--- config.mk ---
export PLATFORM = sky130hd
export DESIGN_NAME = ex_div_flat
export DESIGN_NICKNAME = d
export VERILOG_FILES = /design/src/rtl/ex_div_pkg.sv /design/src/rtl/ex_div_if.sv /design/src/rtl/ex_div_step.sv /design/src/rtl/ex_div.sv /design/src/flat_wrapper.sv
export SDC_FILE = /design/constraint.sdc
export NUM_CORES = 1
export LEC_CHECK = 0
export ABC_AREA = 1
export CAP_MARGIN = 20
export CORE_ASPECT_RATIO = 0.8
export CORE_MARGIN = 1.5
export CORE_UTILIZATION = 45
export CTS_CLUSTER_SIZE = 40
export DETAILED_ROUTE_END_ITERATION = 7
export PLACE_DENSITY = 0.71
export SYNTH_ARGS = -nofsm -noshare
export SYNTH_HDL_FRONTEND = slang
export SYNTH_SLANG_ARGS = --single-unit
--- constraint.sdc ---
create_clock -name clk -period 4 [get_ports clk]
set_input_delay 1.2 -clock clk [delete_from_list [all_inputs] [get_ports clk]]
set_output_delay 1.2 -clock clk [all_outputs]
set_load 0.05 [all_outputs]
--- src/rtl/ex_div_pkg.sv ---
// Shared types for the EX-stage iterative divider: stall bus values,
// divider FSM encodings and result bus width.
package ex_div_pkg;

  typedef logic StallBus;

  localparam StallBus Stop   = 1'b1;
  localparam StallBus NoStop = 1'b0;

  typedef enum logic [1:0] {
    DivFree   = 2'b00,
    DivByZero = 2'b01,
    DivOn     = 2'b10,
    DivEnd    = 2'b11
  } div_state_e;

  localparam int DivResultBus = 64;
  localparam int DivCntW      = 6;

endpackage

--- src/rtl/ex_div_if.sv ---
// EX-stage <-> divider handshake: the EX stage is the master, the divider the slave.
interface ex_div_if
  import ex_div_pkg::*;
#(
  parameter int WIDTH = 32
);

  logic               start;
  logic               is_signed;
  logic [WIDTH-1:0]   dividend;
  logic [WIDTH-1:0]   divisor;
  logic               cancel;
  logic               ready;
  logic [2*WIDTH-1:0] result;
  StallBus            stallreq_for_ex;

  modport master (
    output start, is_signed, dividend, divisor, cancel,
    input  ready, result, stallreq_for_ex
  );

  modport slave (
    input  start, is_signed, dividend, divisor, cancel,
    output ready, result, stallreq_for_ex
  );

endinterface

--- src/rtl/ex_div_step.sv ---
// One restoring division iteration: compare the shifted partial remainder
// against the divisor, subtract when it fits, and emit the quotient bit.
module ex_div_step #(
  parameter int WIDTH = 32
) (
  input  logic [WIDTH:0]   partial,
  input  logic [WIDTH-1:0] divisor,
  output logic [WIDTH-1:0] rem_next,
  output logic             q_bit
);

  // The remainder always stays below the divisor, so WIDTH bits suffice after subtracting.
  assign q_bit    = (partial >= {1'b0, divisor});
  assign rem_next = q_bit ? (partial[WIDTH-1:0] - divisor) : partial[WIDTH-1:0];

endmodule

--- src/rtl/ex_div.sv ---
// Iterative radix-2 restoring divider for DIV/DIVU. Stalls the EX stage
// until {remainder, quotient} is ready for the HI/LO write path.
module ex_div
  import ex_div_pkg::*;
#(
  parameter int WIDTH = 32
) (
  input  logic     clk,
  input  logic     rst,
  ex_div_if.slave  bus
);

  div_state_e         state;
  logic [DivCntW-1:0] cnt;
  logic               ready_r;
  logic               ready;

  logic [WIDTH-1:0]   rem;
  logic [WIDTH-1:0]   quo;
  logic [WIDTH-1:0]   dvs;
  logic               q_neg;
  logic               r_neg;

  logic [WIDTH-1:0]   rem_nxt;
  logic               q_bit;
  logic               accept;
  logic               dvs_zero;

  function automatic logic [WIDTH-1:0] abs_val(input logic [WIDTH-1:0] v, input logic sgn);
    logic signed [WIDTH-1:0] sv;
    sv = v;
    return (sgn && (sv < 0)) ? $unsigned(-sv) : v;
  endfunction

  function automatic logic [WIDTH-1:0] sign_fix(input logic [WIDTH-1:0] v, input logic neg);
    logic signed [WIDTH-1:0] sv;
    sv = v;
    return neg ? $unsigned(-sv) : v;
  endfunction

  assign accept   = (state == DivFree) && bus.start && !bus.cancel;
  assign dvs_zero = (bus.divisor == '0);

  ex_div_step #(.WIDTH(WIDTH)) u_step (
    .partial  ({rem, quo[WIDTH-1]}),
    .divisor  (dvs),
    .rem_next (rem_nxt),
    .q_bit    (q_bit)
  );

  // Control: state, iteration counter and the registered completion flag.
  always_ff @(posedge clk) begin
    if (rst) begin
      state   <= DivFree;
      cnt     <= '0;
      ready_r <= 1'b0;
    end else if (bus.cancel) begin
      state   <= DivFree;
      cnt     <= '0;
      ready_r <= 1'b0;
    end else begin
      ready_r <= 1'b0;
      case (state)
        DivFree: begin
          cnt <= '0;
          if (bus.start) state <= dvs_zero ? DivByZero : DivOn;
        end
        DivByZero: begin
          state   <= DivEnd;
          ready_r <= 1'b1;
        end
        DivOn: begin
          if (cnt == DivCntW'(WIDTH - 1)) begin
            state   <= DivEnd;
            cnt     <= '0;
            ready_r <= 1'b1;
          end else begin
            cnt <= cnt + 1'b1;
          end
        end
        DivEnd:  state <= DivFree;
        default: state <= DivFree;
      endcase
    end
  end

  // Datapath: magnitudes and sign flags captured at accept, one step per ON cycle.
  always_ff @(posedge clk) begin
    if (accept) begin
      rem   <= '0;
      dvs   <= abs_val(bus.divisor, bus.is_signed);
      quo   <= dvs_zero ? '0 : abs_val(bus.dividend, bus.is_signed);
      q_neg <= bus.is_signed && !dvs_zero && (bus.dividend[WIDTH-1] ^ bus.divisor[WIDTH-1]);
      r_neg <= bus.is_signed && !dvs_zero && bus.dividend[WIDTH-1];
    end else if (state == DivOn) begin
      rem <= rem_nxt;
      quo <= {quo[WIDTH-2:0], q_bit};
    end
  end

  assign ready               = ready_r && !bus.cancel;
  assign bus.ready           = ready;
  assign bus.result          = (state == DivEnd) ? {sign_fix(rem, r_neg), sign_fix(quo, q_neg)} : '0;
  assign bus.stallreq_for_ex = (bus.start && !ready) ? Stop : NoStop;

endmodule

--- src/flat_wrapper.sv ---
// flat-port wrapper written by rule: the top's interface ports become plain ports
module ex_div_flat import ex_div_pkg::*;
#(
  parameter int WIDTH = 32
)
  (clk, rst, bus_start, bus_is_signed, bus_dividend, bus_divisor, bus_cancel, bus_ready, bus_result, bus_stallreq_for_ex);
  ex_div_if #(.WIDTH(WIDTH)) bus_i ();
  input  logic clk;
  input  logic rst;
  input wire logic [$bits(bus_i.start)-1:0] bus_start;
  input wire logic [$bits(bus_i.is_signed)-1:0] bus_is_signed;
  input wire logic [$bits(bus_i.dividend)-1:0] bus_dividend;
  input wire logic [$bits(bus_i.divisor)-1:0] bus_divisor;
  input wire logic [$bits(bus_i.cancel)-1:0] bus_cancel;
  output wire logic [$bits(bus_i.ready)-1:0] bus_ready;
  output wire logic [$bits(bus_i.result)-1:0] bus_result;
  output wire logic [$bits(bus_i.stallreq_for_ex)-1:0] bus_stallreq_for_ex;
  assign bus_i.start = bus_start;
  assign bus_i.is_signed = bus_is_signed;
  assign bus_i.dividend = bus_dividend;
  assign bus_i.divisor = bus_divisor;
  assign bus_i.cancel = bus_cancel;
  assign bus_ready = bus_i.ready;
  assign bus_result = bus_i.result;
  assign bus_stallreq_for_ex = bus_i.stallreq_for_ex;
  ex_div #(.WIDTH(WIDTH)) u_core (.clk(clk), .rst(rst), .bus(bus_i));
endmodule
======== Yosys cells after proc, flatten, opt, wreduce, memory -nomap -nowiden ========
Index checks and enable logic that the tools add are counted.
word-level totals
  flip-flop bits (word level) ............. 107
  bits of input ports ..................... 69
  output and inout bits ................... 66
  word-level logic and storage cells ...... 60
cells by class
  add/sub/neg operators ................... 6
  magnitude comparators ................... 3
  eq/ne operators ......................... 6
  muxes and demuxes ....................... 18
  bitwise gates (word level) .............. 1
  reductions and logical operators ........ 18
operators by type and width
  cell                                                         count
  2-to-1 mux 32 bit                                            8
  negator 32 bit                                               4
  less-than comparator 32 x 1 -> 1 bit, second input constant  2
  2-to-1 mux 64 bit                                            1
  greater-or-equal comparator 33 x 32 -> 1 bit                 1
  logical NOT 32 bit                                           1
  subtractor 32 bit                                            1
  case mux 6 bit (2 select lines)                              1
  logical AND 1 bit                                            9
  case mux 2 bit (4 select lines)                              1
  adder 6 x 1 -> 6 bit, second input constant                  1
  == test 6 x 5 -> 1 bit, second input constant                1
  2-to-1 mux 2 bit                                             3
  2-to-1 mux 6 bit                                             1
  == test 2 bit, second input constant                         2
  nonzero test 2 bit                                           2
  logical NOT 1 bit                                            3
  == test 2 x 1 -> 1 bit, second input constant                1
  logical NOT 2 bit                                            1
  2-to-1 mux 1 bit                                             2
  != test 2 x 1 -> 1 bit, second input constant                1
  != test 2 bit, second input constant                         1
  case mux 1 bit (2 select lines)                              1
  AND reduction 2 bit                                          1
  2 further kinds                                              2

======== Longest topological paths before layout ========
  depth after elaboration ................. 5
  depth in mapped cells ................... 17

======== Cells and area by module ========
From an unflattened synthesis, not the netlist that was laid out.
unflattened totals
  cell total of the unflattened synthesis .. 1947
  area total of the unflattened synthesis .. 11288.3 µm²
by module, submodules not included
  module       times used  cells each  area each (µm²)
  ex_div       1           1300        8127.8
  ex_div_step  1           647         3160.5

======== Worst setup path before layout ========
No wires, ideal clock.
  kind .................................... register to output
  from .................................... register u_core.quo[0]
  to ...................................... output bus_result[26]
  data arrival time ....................... 2.417 ns
  required time ........................... 2.800 ns
  path slack .............................. 0.383 ns
  stages on the path, launching flop included .. 11
  buffers on the path ..................... 0
  cells stage by stage .................... edfxtp_1 > inv_1 > ha_1 > inv_1 > nor3_2 > nand2_1 > inv_2 > nand2_1 > nor2_1 > xor2_1 > a211oi_1
on the way
  cells in the longest elaborated chain, start to end .. 3
ends and longest elaborated chain
  element                   RTL line            text
  start: declaration        ex_div.sv:19        logic [WIDTH-1:0] quo;
  start signal: assignment  ex_div.sv:92        quo <= dvs_zero ? '0 : abs_val(bus.dividend, bus.is_signed);
  start signal: assignment  ex_div.sv:97        quo <= {quo[WIDTH-2:0], q_bit};
  negator 32 bit            ex_div.sv:38        return neg ? $unsigned(-sv) : v;
  2-to-1 mux 32 bit         ex_div.sv:38
  2-to-1 mux 64 bit         ex_div.sv:103       assign bus.result = (state == DivEnd) ? {sign_fix(rem, r_neg), sign_fix(quo, q_neg)} : '0;
  end: declaration          flat_wrapper.sv:16  output wire logic [$bits(bus_i.result)-1:0] bus_result;
Every way passes these cells.

======== Worst setup path after layout ========
  from .................................... register u_core.rem[0]
  to ...................................... output bus_result[60]
on the way
  cells in the longest elaborated chain, start to end .. 3
ends and longest elaborated chain
  element                   RTL line       text
  start: declaration        ex_div.sv:18   logic [WIDTH-1:0] rem;
  start signal: assignment  ex_div.sv:96   rem <= rem_nxt;
  negator 32 bit            ex_div.sv:38
  2-to-1 mux 32 bit         ex_div.sv:38
  2-to-1 mux 64 bit         ex_div.sv:103
Every way passes these cells.

==> results.toml <==
[outcome]
status = "complete, no violations"

[cells_and_area]
final_nets = 1961
drive_gt1_share_pct = 7.709
stdcell_count = 2161
multi_input_area_um2 = 6376
nFillCells = 2206
diodes = 0
regArea_um2 = 2803
flow.area_growth_from_synthesis_pct = 24.22

[yosys]
yosys-top-cells-area = "edfxtp_1 (19%), nand2_1 (17%), inv_1 (10%), nand3_1 (7.9%), dfxtp_1 (7.8%)"
synth_nets = 1839
synth_top_area_share_pct = 18.93
synth-seq-cells = 107
synth_edf_count = 66
synth.distinct_cells = 43
syn_avg_cell_area_um2 = 6.060
synth_area_um2 = 10470
synthCells = 1728
synth_area_leader_cell = "edfxtp_1"
yosysWarningCount = 0
seq_area_frac_synth_pct = 26.77
async_flop_share_pct = 0
ys.flop_type = "edfxtp_1"

[critical_path]
critPathArrivalTime_ps = 2640
critPathKind = "flop to output pin"
crit_fanout = 5
critPathCaptureType = "output pin"
r2r_slack_ps = 1190
crit_path_start_kind = "flop"
critPathRequiredTime_ps = 2800

[sta]
hold_violations = 0
tns_ps = 0
skew_ps = 13.70
worst_slew_pin_slew_ps = 695.2
rsz0062_at_grt = "no"
finalCriticalPeriod_ps = 3842
whs_ps = 485.8
period_share_pct = 96.05
drv_slew = 0
slew-limit-headroom_pct = 53.60
finalSetupViolations = 0
max_freq_ghz = 0.2603

[job]
maxCapViolCount = 0

[power]
ir_drop_v = 0.0002323
p_leak_uw = 0.006225
power_uw = 2906
power.density_nw_per_um2 = 223.4

[placed_design]
place_inst = 2145
detailed_place_hpwl_um = 28020
portBuffers = 134
gp_congestion = 0.9979

[clock_tree]
cts_tree = "yes"
clockBufferDepth = 2
ctsHoldBuffers = 0
htree_levels = 3
numCtsBuffers = 9
worstSkewPairLatency_ps = 370
clk_pin_slew_worst_paths_ps = 80
clock-root-buffer = "clkbuf_16"
clock_sinks = 107

[floorplanning]
initial_core_util_pct = 46.16
die_height_um = 139.4
core_region_area_um2 = 22680
die-area_um2 = 24200
num_rows = 49
die_w_um = 173.6
io_pins = 135

[drt]
vias_per_cell = 5.413
wl_per_cell_um = 15.83
detailroute.via_count = 11700
drcViolationCount = 0
initialDrtViolationCount = 1421
drtPass1Iterations = 6
routed_wirelength_um = 34200
antenna_left = 0

[grt]
grt_pass1_wl_um = 53520
antenna_found_initial = 0
grtUsageTotal_pct = 27.82
gr-total-overflow = 0
grt_max_degree = 44
grt_pass1_vias = 10270

[min_path]
min_path_type = "flop to flop"
## path summary, 6_finish.rpt
check                 from             end  cells after the start
max          u_core.rem[0]  bus_result[60]                     11
min          u_core.cnt[3]   u_core.cnt[3]                      2
max reg2reg  u_core.rem[7]   u_core.quo[0]                     14
min reg2reg  u_core.cnt[3]   u_core.cnt[3]                      2
## cell usage after synthesis, drive strengths merged (3+ instances only)
master / instances
nand2: 477
inv: 296
nor2: 198
nand3: 166
o21ai: 99
a21oi: 93
edfxtp: 66
nor3: 52
xor2: 46
dfxtp: 41
ha: 41
clkbuf: 25
nand4: 21
xnor2: 21
o22ai: 19
buf: 15
nand3b: 9
clkinv: 7
or2: 7
o21a: 5
a31oi: 4
and2: 4
o31ai: 4
o21bai: 3
## worst max-delay path, cell delays in order, from the launching register on
cell     delay [ps]
dfxtp_1         330
inv_1           200
ha_4            220
nand3_1         120
nor2_2          120
nand3_1         200
nor2_4          190
nand3_1         150
o21ai_2         260
a21oi_1         100
nor2_1          210
buf_12          170
## routing by layer
layer	share of wire (%)	track usage, %
met1	47	41.19
met2	42	40.63
met3	10	6.803
met4	1.4	5.812
met5	0	0
## final cells by class
cell class | count | share of cell area (%)
inverters | 303 | 8.744
clock buffers | 10 | 1.760
repair buffers | 151 | 15.51
flip-flops and latches | 107 | 21.55
clock inverters | 6 | 0.4810
multi-input cells | 1278 | 49.02
well taps | 306 | 2.943
## registers in the layout, summed over array words and instances (netlist names)
signal          count
u_core.dvs         32
u_core.quo         32
u_core.cnt          6
u_core.q_neg        1
u_core.ready_r      1
u_core.state        2
u_core.rem         32
u_core.r_neg        1
## logic make-up (layout without fill, tap and decap cells)
| family | Yosys count | after routing | synth area share [%] |
|---|---|---|---|
| buffers and inverters | 343 | 470 | 12.75 |
| DFF | 107 | 107 | 26.77 |
| and+or+nand+nor | 937 | 937 | 37.95 |
| xor gates and xnor gates | 67 | 67 | 5.604 |
| AOI/OAI and AO/OA | 232 | 232 | 11.84 |
| adders and majority gates | 42 | 42 | 5.090 |
## per-stage QoR
stage | util, % | worst slack [ps] | area [µm²]
2_1_floorplan | - | 383.2 | 10470
3_3_place_gp | 55.91 | 535.3 | 12680
3_5_place_dp | 55.91 | 483.6 | 12680
4_1_cts | 57.19 | 108.1 | 12970
5_1_grt | 57.34 | 5.909 | 13010
6_report | 57.34 | 158.0 | 13010
## placed cells by master (no fill, tap or decap), types with 5 or more instances in the layout
master / netlist / layout
buf_4: 2 / 26
o21ai_0: 78 / 77
nand2_1: 473 / 472
xor2_1: 46 / 46
o21ai_1: 20 / 21
clkdlybuf4s50_1: 0 / 68
ha_1: 41 / 40
nand3_1: 165 / 165
clkinv_1: 7 / 7
nor2_2: 8 / 11
nand3b_1: 9 / 9
nand4_1: 21 / 21
edfxtp_1: 66 / 66
inv_2: 14 / 14
o22ai_1: 19 / 19
inv_1: 282 / 282
nor3_1: 49 / 49
or2_2: 7 / 7
clkbuf_16: 0 / 9
dfxtp_1: 41 / 41
buf_12: 0 / 57
xnor2_1: 21 / 21
o21a_1: 5 / 5
a21oi_1: 93 / 93
nor2_1: 189 / 185
## timing repair
item                                    CTS  global route
buffers inserted                          0             0
endpoints found under the setup margin    0             9
gates resized for setup                   0             9
## power by group
part | switching (µW) | internal (µW) | total, µW
registers | 40.9 | 1250 | 1290
logic | 465 | 257 | 723
clock network | 453 | 439 | 892
No activity file was read; power rests on OpenSTA's default activity.
